File: src/rtl/mem_port_arbiter.sv
// Shared IF/MEM port arbiter for the unified memory, MEM-first with IF starvation guard.
// Define MEM_ARB_TIMEOUT_EN to abort bus accesses that wait TIMEOUT cycles (bus_err).
module mem_port_arbiter #(
   parameter int ADDR_W     = 32,
   parameter int DATA_W     = 32,
   parameter int STARVE_MAX = 4,
   parameter int TIMEOUT    = 15
) (
   input  logic              clk,
   input  logic              rst_n,
   input  logic              if_req,
   input  logic [ADDR_W-1:0] if_addr,
   output logic [DATA_W-1:0] if_rdata,
   output logic              if_ack,
   input  logic              mem_req,
   input  logic              mem_we,
   input  logic [ADDR_W-1:0] mem_addr,
   input  logic [DATA_W-1:0] mem_wdata,
   output logic [DATA_W-1:0] mem_rdata,
   output logic              mem_ack,
   output logic              bus_req,
   output logic              bus_we,
   output logic [ADDR_W-1:0] bus_addr,
   output logic [DATA_W-1:0] bus_wdata,
   input  logic [DATA_W-1:0] bus_rdata,
   input  logic              bus_ready,
   output logic              bus_err,
   output logic              if_stall,
   output logic              mem_stall
);

   typedef enum logic [1:0] {IDLE, GNT_MEM, GNT_IF, ACK} state_t;

   localparam logic [2:0] SMAX = 3'(STARVE_MAX);

   if (STARVE_MAX < 1 || STARVE_MAX > 7 || TIMEOUT < 1 || TIMEOUT > 15) begin : g_bad_param
      $error("mem_port_arbiter: parameter out of range");
   end

   state_t            state_q, state_d;
   logic              own_mem_q, own_mem_d;
   logic [2:0]        starve_q, starve_d;
   logic              we_q, we_d;
   logic [ADDR_W-1:0] addr_q, addr_d;
   logic [DATA_W-1:0] wdata_q, wdata_d;
   logic [DATA_W-1:0] if_rd_q, if_rd_d;
   logic [DATA_W-1:0] mem_rd_q, mem_rd_d;
`ifdef MEM_ARB_TIMEOUT_EN
   localparam logic [3:0] TLAST = 4'(TIMEOUT - 1);
   logic [3:0] wait_q, wait_d;
   logic       err_q, err_d;
`endif

   always_comb begin
      state_d   = state_q;
      own_mem_d = own_mem_q;
      starve_d  = starve_q;
      we_d      = we_q;
      addr_d    = addr_q;
      wdata_d   = wdata_q;
      if_rd_d   = if_rd_q;
      mem_rd_d  = mem_rd_q;
`ifdef MEM_ARB_TIMEOUT_EN
      wait_d    = wait_q;
      err_d     = err_q;
`endif
      unique case (state_q)
         IDLE: begin
`ifdef MEM_ARB_TIMEOUT_EN
            wait_d = 4'd0;
            err_d  = 1'b0;
`endif
            if (mem_req && (!if_req || starve_q < SMAX)) begin
               state_d   = GNT_MEM;
               own_mem_d = 1'b1;
               we_d      = mem_we;
               addr_d    = mem_addr;
               wdata_d   = mem_wdata;
               if (if_req && starve_q != 3'd7)
                  starve_d = starve_q + 3'd1;
            end else if (if_req) begin
               state_d   = GNT_IF;
               own_mem_d = 1'b0;
               we_d      = 1'b0;
               addr_d    = if_addr;
               starve_d  = 3'd0;
            end
         end
         GNT_MEM, GNT_IF: begin
            if (bus_ready) begin
               state_d = ACK;
               if (own_mem_q) mem_rd_d = bus_rdata;
               else           if_rd_d  = bus_rdata;
            end
`ifdef MEM_ARB_TIMEOUT_EN
            else if (wait_q == TLAST) begin
               // abandoned access completes with zero data and an error flag
               state_d = ACK;
               err_d   = 1'b1;
               if (own_mem_q) mem_rd_d = '0;
               else           if_rd_d  = '0;
            end else begin
               wait_d = wait_q + 4'd1;
            end
`endif
         end
         ACK:     state_d = IDLE;
         default: state_d = IDLE;
      endcase
   end

   always_ff @(posedge clk or negedge rst_n) begin
      if (!rst_n) begin
         state_q   <= IDLE;
         own_mem_q <= 1'b0;
         starve_q  <= 3'd0;
         we_q      <= 1'b0;
         addr_q    <= '0;
         wdata_q   <= '0;
         if_rd_q   <= '0;
         mem_rd_q  <= '0;
`ifdef MEM_ARB_TIMEOUT_EN
         wait_q    <= 4'd0;
         err_q     <= 1'b0;
`endif
      end else begin
         state_q   <= state_d;
         own_mem_q <= own_mem_d;
         starve_q  <= starve_d;
         we_q      <= we_d;
         addr_q    <= addr_d;
         wdata_q   <= wdata_d;
         if_rd_q   <= if_rd_d;
         mem_rd_q  <= mem_rd_d;
`ifdef MEM_ARB_TIMEOUT_EN
         wait_q    <= wait_d;
         err_q     <= err_d;
`endif
      end
   end

   assign bus_req   = (state_q == GNT_MEM) || (state_q == GNT_IF);
   assign bus_we    = we_q;
   assign bus_addr  = addr_q;
   assign bus_wdata = wdata_q;
   assign if_rdata  = if_rd_q;
   assign mem_rdata = mem_rd_q;
   assign if_ack    = (state_q == ACK) && !own_mem_q;
   assign mem_ack   = (state_q == ACK) && own_mem_q;
   assign if_stall  = if_req & ~if_ack;
   assign mem_stall = mem_req & ~mem_ack;
`ifdef MEM_ARB_TIMEOUT_EN
   assign bus_err   = (state_q == ACK) && err_q;
`else
   assign bus_err   = 1'b0;
`endif

endmodule
File: config.mk
export PLATFORM = sky130hd
export DESIGN_NAME = mem_port_arbiter
export DESIGN_NICKNAME = d
export VERILOG_FILES = /design/src/rtl/mem_port_arbiter.sv
export SDC_FILE = /design/constraint.sdc
export NUM_CORES = 1
export LEC_CHECK = 0
export ABC_AREA = 1
export CORE_MARGIN = 5
export CORE_UTILIZATION = 31
export DETAILED_ROUTE_END_ITERATION = 8
export PLACE_DENSITY = 0.66
export SYNTH_ARGS = -nofsm -noshare
export SYNTH_HDL_FRONTEND = slang
export SYNTH_SLANG_ARGS = --single-unit
File: constraint.sdc
create_clock -name clk -period 1.67 [get_ports clk]
set_input_delay 0.334 -clock clk [delete_from_list [all_inputs] [get_ports clk]]
set_output_delay 0.334 -clock clk [all_outputs]
set_load 0.005 [all_outputs]
==> results.json, run 1 <==
{
  "grtUsageMet1_pct": 20.89,
  "grt_pass1_vias": 5304,
  "core_region_area_um2": 18520,
  "dr_total_vias": 5303,
  "grt_usage_pct": 16.54,
  "ys_warn_count": 0,
  "num_rows": 50,
  "grt_use_met2_pct": 24.89,
  "worst_slack_ns": 0.02618,
  "finalNetCount": 1102,
  "diodes": 0,
  "synth_seq_cells": 135,
  "clk_pin_slew_ns": 0.06,
  "synthesis.nets": 820,
  "busiest_layer": "met2",
  "ctsRootBufferMaster": "clkbuf_16",
  "fp.dieH_um": 146.6,
  "design_area_um2": 9639,
  "postRouteAntennaNets": 0,
  "cts.sinks": 135,
  "finalWirelength_um": 17750,
  "pre_cts_ws_ns": -0.1196,
  "grt_pass1_wl_um": 28550,
  "hold_ws_ns": 0.4156,
  "finalSetupViolCount": 0,
  "syn_avg_cell_area_um2": 8.478,
  "die-area_um2": 21480,
  "max_stage_delay_ns": 0.39,
  "htreeDepth": 4,
  "area_delta_synth_final_pct": 66.72,
  "dp_hpwl_um": 12950,
  "rsz0062_at_grt": "true",
  "antenna_found_initial": 0,
  "vias_per_cell": 4.379,
  "wl_per_cell_um": 14.65,
  "fmax_mhz": 608.3,
  "drv_slew": 0,
  "die_x_um": 146.6,
  "grt_max_degree": 52,
  "power_density_nw_per_um2": 1729,
  "tns_ns": 0,
  "final_common_cell": "nand2_1",
  "crit_fanout": 2,
  "max_cap_viol_count": 0,
  "synth_top_area_share_pct": 58.43,
  "cts_buffers": 17,
  "min_path_type": "in -> async",
  "drive_gt1_share_pct": 8.905,
  "p_leak_nw": 5.175,
  "drc": 0,
  "clock_latency_ns": 0.41,
  "start_util_pct": 31.22,
  "crit_path_start_kind": "flop",
  "fin_skew_ns": 0.008914,
  "drt_pass1_iterations": 4,
  "crit_type": "reg -> out",
  "period_share_pct": 98.43,
  "synthCells": 682,
  "outcome": "completed",
  "arrival_ns": 1.31,
  "placed_cell_area_um2": 8924,
  "grt_overflow": 0,
  "max-clock-path-buffers": 2,
  "cts_tree": "built",
  "cp.required_ns": 1.34,
  "crit_path_top_delay_cell": "dfrtp_1",
  "synth_cell_types": 19,
  "portBuffers": 267,
  "globalplace.congestion": 0.7942,
  "vdd_ir_drop_max_uv": 757.3,
  "use_met3_pct": 8.101,
  "drt_iter0_drc": 201,
  "path_cells": "buf_4 -> inv_2 -> ha_4 -> buf_6",
  "fin_util_pct": 52.05,
  "cp-end-kind": "output pin",
  "netlist_top_cells_area": "dfrtp_1 (58%), nand2_1 (18%), o21ai_1 (5.6%), inv_1 (4.8%), nand3b_1 (4.2%)",
  "final_cell_mix": "nand2_1 (279), clkdlybuf4s50_1 (215), dfrtp_1 (135)",
  "syn_area_um2": 5782,
  "final_hold_viol_count": 0,
  "period_minus_slack_ns": 1.644,
  "ys_seq_area_share_pct": 58.43,
  "io_pins": 269,
  "synth_largest_area_cell": "dfrtp_1"
}
power by group:
group / switching (mW) / internal [mW]
Sequential: 0.836 / 4.84
Clock: 1.48 / 2.26
Combinational: 3.19 / 4.07
Total: 5.50 / 11.2
cell usage after synthesis:
cell type / instances
nand2_1: 280
dfrtp_1: 135
inv_1: 74
o21ai_1: 65
nand3_1: 37
nand3b_1: 32
clkbuf_1: 15
buf_2: 10
buf_4: 7
nor2_1: 7
inv_2: 5
ha_1: 4
buf_1: 3
nand2_2: 2
nand3_2: 2
a21oi_1: 1
conb_1: 1
nor2_2: 1
nor2_4: 1
worst paths after layout:
path,from,to,slack [ns],depth (start not counted)
worst min-delay path,rst_n,if_rdata[2],0.42,2
worst min register to register,bus_wdata[10],bus_wdata[10],0.47,2
worst max register to register,state_q[0],if_rdata[6],0.11,8
worst max-delay path,state_q[0],bus_req,0.03,4
min in group clk,mem_we,bus_we,0.46,3
max in group asynchronous,rst_n,mem_rdata[18],0.69,3
registers in the layout (all words and copies together) (netlist names):
signal / count
bus_we: 1
if_rdata: 32
starve_q: 3
mem_rdata: 32
bus_wdata: 32
own_mem_q: 1
bus_addr: 32
state_q: 2
per-stage QoR:
stage	std cells	power [mW]
4_1_cts	1210	17.01
2_1_floorplan	682	8.510
3_3_place_gp	1175	13.03
3_5_place_dp	1175	13.17
5_1_grt	1211	17.97
6_report	1211	16.67
final cells by class:
class | count | area [µm²]
fillers | 1735 | 8879
flip-flops and latches | 135 | 3378
repair buffers | 298 | 3120
multi-input cells | 433 | 1962
clock buffers | 19 | 442.9
inverters | 79 | 296.5
well taps | 234 | 292.8
clock inverters | 13 | 146.4
cell families (layout without fill, tap and decap cells):
| family | count (synthesis) | in the layout | share of synthesized area (%) |
|---|---|---|---|
| buffers and inverters | 114 | 409 | 8.072 |
| AO/OA/AOI/OAI | 66 | 66 | 5.713 |
| AND/OR/NAND/NOR | 362 | 362 | 26.86 |
| flip-flops | 135 | 135 | 58.43 |
| other | 1 | 1 | 0.06486 |
| adder cells (fa/ha/maj) | 4 | 4 | 0.8656 |
per-layer routing:
metal  up-vias  share of wire [%]
li1       2665                  -
met1      2405                 44
met2       214                 44
met3        19                 11
met4         0                1.5
met5         -                  0
worst max-delay path: cells and delay by family, from the launching register on:
family     cells  cell delay (ns)
fa+ha+maj      1             0.20
flops          1             0.39
buf+inv        3             0.31
what timing repair did:
| action | 4_1_cts | 5_1_grt |
|---|---|---|
| setup endpoints to repair | 11 | 89 |
| pin swaps | 2 | 3 |
| gates resized for setup | 28 | 46 |
| cloned | 0 | 0 |
| hold endpoints to repair | 36 | 0 |
| hold buffers | 1 | 0 |
| buffers inserted | 2 | 1 |
No activity file was read; power rests on OpenSTA's default activity.
==> run 2, diff against run 1 <==
--- a/config.mk
+++ b/config.mk
@@ -8,8 +8,9 @@
 export ABC_AREA = 1
 export CORE_MARGIN = 5
 export CORE_UTILIZATION = 31
+export CTS_CLUSTER_DIAMETER = 150
 export DETAILED_ROUTE_END_ITERATION = 8
-export PLACE_DENSITY = 0.66
+export PLACE_DENSITY = 0.69
 export SYNTH_ARGS = -nofsm -noshare
 export SYNTH_HDL_FRONTEND = slang
 export SYNTH_SLANG_ARGS = --single-unit
==> constraint.sdc (replaced) <==
create_clock -name clk -period 1.4 [get_ports clk]
set_input_delay 0.28 -clock clk [delete_from_list [all_inputs] [get_ports clk]]
set_output_delay 0.28 -clock clk [all_outputs]
set_load 0.005 [all_outputs]
==> results.json, run 2 (synthesis results as in run 1) <==
{
  "outcome": "finished, violations left",
  "violations": "setup timing",
  "drive_gt1_share_pct": 32.89,
  "grt_pass1_wl_um": 32360,
  "reg2reg_to": "mem_rdata[21]",
  "drt_pass1_iterations": 4,
  "diodes": 0,
  "ctsRootBufferMaster": "clkbuf_16",
  "portBuffers": 267,
  "r2r-start": "state_q[0]",
  "worst_slack_ns": -0.3062,
  "final_common_cell": "nand2_1",
  "arrival_ns": 1.43,
  "globalplace.congestion": 0.7963,
  "finalWirelength_um": 22470,
  "p_leak_nw": 5.799,
  "max_stage_delay_ns": 0.42,
  "dpl.cell_count": 1185,
  "path_cells": "ha_4 -> nand2_4 -> inv_4 -> buf_6 -> nor2_4 -> buf_2",
  "area_delta_synth_final_pct": 99.07,
  "dr_total_vias": 5936,
  "period_share_pct": 121.9,
  "wl_per_cell_um": 17.52,
  "fin_cells": 1283,
  "die-area_um2": 21480,
  "antenna_found_initial": 1,
  "grt_overflow": 0,
  "crit_type": "reg -> out",
  "max-clock-path-buffers": 2,
  "cts.sinks": 135,
  "rsz0062_at_grt": "true",
  "period_minus_slack_ns": 1.706,
  "htreeDepth": 4,
  "hold_ws_ns": 0.3396,
  "crit_path_top_delay_cell": "dfrtp_1",
  "clock_latency_ns": 0.42,
  "drt_iter0_drc": 197,
  "rr_worst_depth": 9,
  "grt_usage_pct": 19.11,
  "vias_per_cell": 4.627,
  "io_pins": 269,
  "postRouteAntennaNets": 0,
  "fin_skew_ns": 0.01061,
  "cts_tree": "built",
  "crit_path_start_kind": "flop",
  "cp_num_buf_inv": 3,
  "drc": 0,
  "num_rows": 50,
  "crit_family": "flip-flops",
  "cp.required_ns": 1.12,
  "clk_pin_slew_ns": 0.06,
  "die_x_um": 146.6,
  "start_util_pct": 31.22,
  "cts_buffers": 17,
  "reg2reg_slack_ns": -0.24,
  "power_density_nw_per_um2": 2128,
  "fmax_mhz": 586.1,
  "dp_hpwl_um": 13400,
  "crit_fanout": 2,
  "finalSetupViolCount": 138,
  "totalPowerFinal_mw": 24.49,
  "cp-end-kind": "output pin",
  "setup.worst_path.start": "state_q[0]",
  "fp.dieH_um": 146.6,
  "final_hold_viol_count": 0,
  "vdd_ir_drop_max_uv": 1224,
  "drv_slew": 0,
  "final_cell_mix": "nand2_1 (176), dfrtp_1 (135), clkdlybuf4s50_1 (132)",
  "finalNetCount": 1174,
  "max_cap_viol_count": 0,
  "min_path_type": "in -> async",
  "grt_max_degree": 34,
  "fill_cells": 1499,
  "core_region_area_um2": 18520,
  "grt_pass1_vias": 5769
}
## run 2: changes by cell type in the layout (fill, tap and decap cells not counted), moves of 38 or more
cell             previous run  this run
nand2_2                     3        58
nand2_1                   279       176
nand2_4                     0        48
clkdlybuf4s50_1           215       132
o21ai_1                    65        25
dlygate4sd2_1               6        74
clkdlybuf4s15_1             0        50
o21ai_2                     0        38
dlymetal6s2s_1             40         0
## run 2: timing repair
action                                  4_1_cts  5_1_grt
resized for setup                           203      326
buffers inserted                             18       32
gates cloned                                 11       12
endpoints found under the setup margin      256      181
hold buffers                                  1        0
pin swaps                                     4       72
endpoints found under the hold margin        28        0
## run 2: worst max-delay path by stage
stage,to,slack [ns],depth (start not counted)
final,mem_stall,-0.31,6
after global placement,if_stall,-0.38,4
after CTS,if_stall,-0.33,6
after detailed placement,if_stall,-0.37,4
after global routing,mem_stall,-0.39,6
after floorplan,if_rdata[10],-0.009,5
## run 2: cell type report
cell class / count / area (µm²) / area share (%)
tap: 234 / 292.8 / 2.544
timing repair buffer: 370 / 4003 / 34.78
inverter: 79 / 329.1 / 2.859
clock buffer: 20 / 456.7 / 3.968
clock inverter: 12 / 166.4 / 1.446
sequential: 135 / 3378 / 29.35
multi-input combinational: 433 / 2884 / 25.06
## run 2: per-stage QoR
step	util, %	TNS, ns	instance area [µm²]	worst slack (ns)
2_1_floorplan	-	-0.2849	5794	-0.009496
5_1_grt	62.16	-30.10	11510	-0.3922
3_3_place_gp	48.66	-22.76	9011	-0.3798
3_5_place_dp	48.66	-26.04	9011	-0.3736
6_report	62.16	-19.46	11510	-0.3062
4_1_cts	54.61	-12.83	10110	-0.3323
## run 2: power by group
part / total, mW / switching [mW] / internal [mW] / leakage [nW]
combinational: 12.7 / 5.81 / 6.90 / 3.82
clock: 4.77 / 1.84 / 2.93 / 0.298
sequential: 7.01 / 1.23 / 5.78 / 1.68
## run 2: per-layer routing
layer  share of wire, %  vias up  routed length [µm]  GRT usage [%]
met5              0.089        -                  20              0
met4                1.9        2                 421          5.221
met3                9.2       34                2072          9.218
met2                 48      227               10700          30.10
met1                 41     2848                9262          23.51
li1                   -     2825                   -              -
==> run 3, diff against run 2 <==
--- a/config.mk
+++ b/config.mk
@@ -10,6 +10,7 @@
 export CORE_UTILIZATION = 31
 export CTS_CLUSTER_DIAMETER = 150
 export DETAILED_ROUTE_END_ITERATION = 8
+export HOLD_SLACK_MARGIN = 0.06
 export PLACE_DENSITY = 0.69
 export SYNTH_ARGS = -nofsm -noshare
 export SYNTH_HDL_FRONTEND = slang
==> results of run 3 <==
Same layout as run 2: the final DEF is identical, and so are final timing and power.
==> edit 1: new RTL, flow settings as in run 3 <==
Change the parameter `ADDR_W` from 32 to 64.
--- a/src/rtl/mem_port_arbiter.sv
+++ b/src/rtl/mem_port_arbiter.sv
@@ -2,5 +2,5 @@
 // Define MEM_ARB_TIMEOUT_EN to abort bus accesses that wait TIMEOUT cycles (bus_err).
 module mem_port_arbiter #(
-   parameter int ADDR_W     = 32,
+   parameter int ADDR_W     = 64,
    parameter int DATA_W     = 32,
    parameter int STARVE_MAX = 4,
Interface: changed (resized bus_addr, if_addr and mem_addr); port bits go from 269 to 365. No check against the original RTL was run, so the function may have changed too.
==> edit 1 against run 3 <==
  * The run still ends with setup timing left
  * Fmax grew 2.8%
  * Sequential power increased by 25%
  * Final cell count up 37%
  * Synthesized area increased by 32%
  * Total power up 26%
  * Sequential cell count rose by 32
  * First-iteration DRC count rose by 140%
  * Wire length grew 41%
  * Design area grew 30%
  * Core utilization fell by 0.48 points
  * Critical path depth grew 5
  * Combinational power rose by 33%
  * Setup slack improved by 0.047 ns
==> edit 1: results (changes against run 3) <==
stage	metric	value	unit	change
clock_network	cts_max_path_buffers	2		unchanged
logic_synthesis	yosys-top-cells-count	376 x nand2_1, 167 x dfrtp_1, 108 x inv_1		was 280 x nand2_1, 135 x dfrtp_1, 74 x inv_1
sta	finalSetupViolations	173		was 138
logic_synthesis	synth_area_leaders	dfrtp_1 55%, nand2_1 19%, nand3b_1 6.3%		was dfrtp_1 58%, nand2_1 18%, o21ai_1 5.6%
routing	drt_iter0_drc	466		was 197
sta	whs	0.368	ns	was 0.340 ns
critical_path	critPathTopFamily	buffers and inverters		was flip-flops
routing	wire_per_inst	18.0	um	was 17.5 um
critical_path	endpoint	bus_addr[60]		was mem_stall
clock_network	clockRootBuffer	clkbuf_16		unchanged
final_layout	largest_reg_flops	64		
placement	finalWeightedCongestion	0.862		was 0.796
logic_synthesis	syn-instance-count	926		was 682
placement	postPlaceCellArea	12000	um2	was 9010 um2
status	status	complete, but fails checks		unchanged
final_layout	drive_gt1_share	30.4	%	was 32.9%
sta	finClkSkew	0.0189	ns	was 0.0106 ns
final_layout	insertedDiodeCount	0		unchanged
final_layout	final_cells	1760		was 1283
worst_hold_path	min-delay-path-class	in2async		unchanged
sta	timing.final.ws_setup	-0.260	ns	was -0.306 ns
final_layout	nNetsFinal	1626		was 1174
global_route	grt_start_max_net_pins	42		was 34
global_route	antenna_found_initial	0		was 1
routing	vias_per_cell	4.70		was 4.63
placement	dp_slack	-0.425	ns	was -0.374 ns
placement	io_buffers	363		was 267
sta	tns	-32.51	ns	was -19.46 ns
logic_synthesis	syn_nets	1128		was 820
critical_path	r2r_cells	11		was 9
clock_network	htreeDepth	4		unchanged
placement	dp_hpwl	19400	um	was 13400 um
final_layout	fin_area	15000	um2	was 11500 um2
logic_synthesis	yosysSeqAreaShare	55.0	%	was 58.4%
logic_synthesis	async_flop_share	100	%	unchanged
final_layout	fillCellCount	2079		was 1499
routing	firstDrtPassIters	5		was 4
critical_path	cp.arrival	1.97	ns	was 1.43 ns
global_route	grt_pass1_vias	8252		was 5769
clock_network	clk_latency	0.44	ns	was 0.42 ns
logic_synthesis	ys.flop_type	dfrtp_1		unchanged
status	violations	setup timing		unchanged
critical_path	cp_max_fo	7		was 2
power	ir_worst_vdd	1.26	mV	was 1.22 mV
power	p_leak	7.54	nW	was 5.80 nW
global_route	grt_pass1_wl	46500	um	was 32400 um
critical_path	reg2reg_to	bus_addr[60]		was mem_rdata[21]
global_route	track_usage	20.9	%	was 19.1%
edit 1: cell types whose count changed after synthesis, moves of 32 or more:
cell / before / now
nand3b_1: 32 / 64
o21ai_0: 0 / 65
nand3_1: 37 / 70
o21ai_1: 65 / 0
dfrtp_1: 135 / 167
inv_1: 74 / 108
nand2_1: 280 / 376
edit 1: kinds of logic (layout without fill, tap and decap cells):
logic type | count (synthesis) | in the layout | share of synthesized area [%]
adders and majority gates | 4 | 4 | 0.658
buffers and inverters | 166 | 676 | 9.63
AOI/OAI and AO/OA | 66 | 66 | 4.34
other | 1 | 1 | 0.0493
DFF | 167 | 167 | 55.0
and+or+nand+nor | 522 | 522 | 30.4
edit 1: layer usage:
| layer | GRT usage (%) | routed length, um | vias up | share of wire [%] |
|---|---|---|---|---|
| met5 | 0 | 0 | - | 0 |
| met2 | 35.4 | 15700 | 338 | 50 |
| li1 | - | - | 3881 | - |
| met3 | 6.42 | 2530 | 45 | 8.0 |
| met1 | 26.1 | 12800 | 4004 | 40 |
| met4 | 5.41 | 675 | 0 | 2.1 |
edit 1: cell type report:
type / count / area (um2) / area share, %
clock buffers: 17 / 425 / 2.84
clock inverters: 14 / 213 / 1.42
inverters: 111 / 453 / 3.03
multi-input cells: 593 / 3680 / 24.6
flip-flops and latches: 167 / 4180 / 27.9
well taps: 324 / 405 / 2.71
repair buffers: 530 / 5550 / 37.1
repair inverters: 4 / 53.8 / 0.360
edit 1: repair_timing:
item	4_1_cts	5_1_grt
gates resized for setup	279	416
hold buffers	1	0
gates cloned	19	7
endpoints found under the setup margin	327	260
buffers inserted	39	59
hold endpoints to repair	30	0
pin swaps	7	85
edit 1: where the power goes:
group | internal, W | switching [W]
clock | 0.00305 | 0.00217
combinational | 0.00933 | 0.00758
sequential | 0.00717 | 0.00161
total | 0.0196 | 0.0114
==> edit 2: new RTL, config.mk and constraints of run 3 <==
Without the edit above. Make the reset (`rst_n`) synchronous in one clocked block.
--- a/src/rtl/mem_port_arbiter.sv
+++ b/src/rtl/mem_port_arbiter.sv
@@ -110,5 +110,5 @@
    end
 
-   always_ff @(posedge clk or negedge rst_n) begin
+   always_ff @(posedge clk) begin
       if (!rst_n) begin
          state_q   <= IDLE;
Check against the original RTL: differs if rst_n is asserted again (counterexample within 4 cycles, from zero or initial values and one cycle with rst_n low); with rst_n held inactive, the same outputs for 4 cycles.
==> edit 2 against run 3 <==
  * The run still ends with setup timing left
  * Via count fell by 0.88%
  * Setup slack better by 0.20 ns
  * Worst hold slack got worse by 0.097 ns
  * Design area decreased by 17%
  * Final cell count grew 2.9%
  * Synthesized area fell by 3.1%
  * Clock power down 10%
  * Sequential cell count is the same
  * Total power decreased by 35%
  * Non-clock buffer count shrank 57
  * Wire length decreased by 15%
  * Critical endpoint is now bus_req
  * Largest power group unchanged
  * Highest routed layer is now met4
==> edit 2: results (changes against run 3) <==
stage	metric	value	unit	change
status	status	complete, but fails checks		unchanged
status	violations	setup timing		unchanged
placement	dp_hpwl	13000	um	was 13400 um
sta	finClkSkew	0.00683	ns	was 0.0106 ns
critical_path	r2r_setup_slack	-0.09	ns	was -0.24 ns
worst_hold_path	hp-start	rst_n		
clock_network	cts_resized	236		was 203
logic_synthesis	synth_area_leaders	dfxtp_1 48%, nand2_1 14%, nor2_1 9.3%		was dfrtp_1 58%, nand2_1 18%, o21ai_1 5.6%
global_route	grt_start_max_net_pins	59		was 34
global_route	met3_usage	8.56	%	was 9.22%
critical_path	cp.arrival	1.23	ns	was 1.43 ns
critical_path	cp_max_fo	3		was 2
sta	timing.final.ws_setup	-0.106	ns	was -0.306 ns
global_route	grt_util_met1	19.4	%	was 23.5%
clock_network	clockRootBuffer	clkbuf_16		unchanged
global_route	grt_use_met2	30.4	%	was 30.1%
routing	drt_iter0_drc	228		was 197
routing	vias_per_cell	4.46		was 4.63
critical_path	crit_start	state_q[1]		was state_q[0]
critical_path	slowest_delay	0.36	ns	was 0.42 ns
final_layout	fillCellCount	1703		was 1499
placement	dp_slack	-0.427	ns	was -0.374 ns
placement	finalWeightedCongestion	0.788		was 0.796
critical_path	endpoint	bus_req		was mem_stall
logic_synthesis	syn_nets	934		was 820
logic_synthesis	async_flop_share	0	%	was 100%
logic_synthesis	yosysSeqAreaShare	48.2	%	was 58.4%
critical_path	reg2reg_to	if_rdata[12]		was mem_rdata[21]
sta	finalSetupViolations	50		was 138
worst_hold_path	hold_depth	3		
final_layout	drive_gt1_share	15.4	%	was 32.9%
clock_network	cts_made_buffers	17		unchanged
global_route	track_usage	17.7	%	was 19.1%
power	ir_worst_vdd	0.915	mV	was 1.22 mV
critical_path	crit_slowest_cell	dfxtp_2		was dfrtp_1
clock_network	post_cts_buffers	4		was 18
routing	wire_per_inst	14.4	um	was 17.5 um
global_route	grt_pass1_vias	5711		was 5769
global_route	grt_pass1_wl	29200	um	was 32400 um
global_route	antenna_found_initial	0		was 1
worst_hold_path	min-delay-path-class	in2reg		was in2async
power	p_leak	4.56	nW	was 5.80 nW
logic_synthesis	yosys-top-cells-count	203 x nand2_1, 139 x nor2_1, 135 x dfxtp_1		was 280 x nand2_1, 135 x dfrtp_1, 74 x inv_1
final_layout	nNetsFinal	1216		was 1174
logic_synthesis	ys.flop_type	dfxtp_1		was dfrtp_1
logic_synthesis	ys_types	23		was 19
## edit 2: cell count changes after synthesis, moves of 9 or more
| cell | run 3 | this run |
|---|---|---|
| a21oi_1 | 1 | 59 |
| nand2_1 | 280 | 203 |
| nand2_2 | 2 | 11 |
| dfxtp_1 | 0 | 135 |
| o21ai_1 | 65 | 11 |
| nor2_1 | 7 | 139 |
| o21ai_0 | 0 | 53 |
| nand3b_1 | 32 | 1 |
| dfrtp_1 | 135 | 0 |
| a21oi_2 | 0 | 10 |
## edit 2: cells by family after synthesis
logic type / synth area share [%]
other: 0.0669
adders and majority gates: 0.893
and+or+nand+nor: 28.5
AOI/OAI and AO/OA: 12.5
buffers and inverters: 9.82
DFF: 48.2
## edit 2: per-layer routing
layer / vias up / part of all wire (%)
li1: 3042 / -
met1: 2637 / 39
met2: 183 / 48
met5: - / 0
met3: 22 / 11
met4: 0 / 1.7
## edit 2: area by class of cell
| type | count | area, um2 | area share (%) |
|---|---|---|---|
| clock buffers | 21 | 460 | 4.80 |
| well taps | 229 | 287 | 2.99 |
| inverters | 76 | 295 | 3.08 |
| clock inverters | 11 | 98.8 | 1.03 |
| multi-input cells | 535 | 2590 | 27.0 |
| repair buffers | 313 | 3150 | 32.9 |
| flip-flops and latches | 135 | 2710 | 28.2 |
## edit 2: where the power goes
group          leakage [nW]  switching [W]  internal [W]
combinational          3.18        0.00312       0.00325
clock                 0.270        0.00174       0.00254
sequential             1.11       0.000513       0.00486
total                  4.56        0.00538        0.0106
## edit 2: through the flow
step	area (um2)	hold slack, ns	instances	TNS [ns]
floorplan	5630	0.415	796	0
global placement	8750	0.429	1279	-29.26
detailed placement	8750	0.434	1279	-30.06
CTS	9450	0.214	1320	-2.84
global route	9590	0.245	1320	-8.11
finish	9590	0.243	1320	-2.98
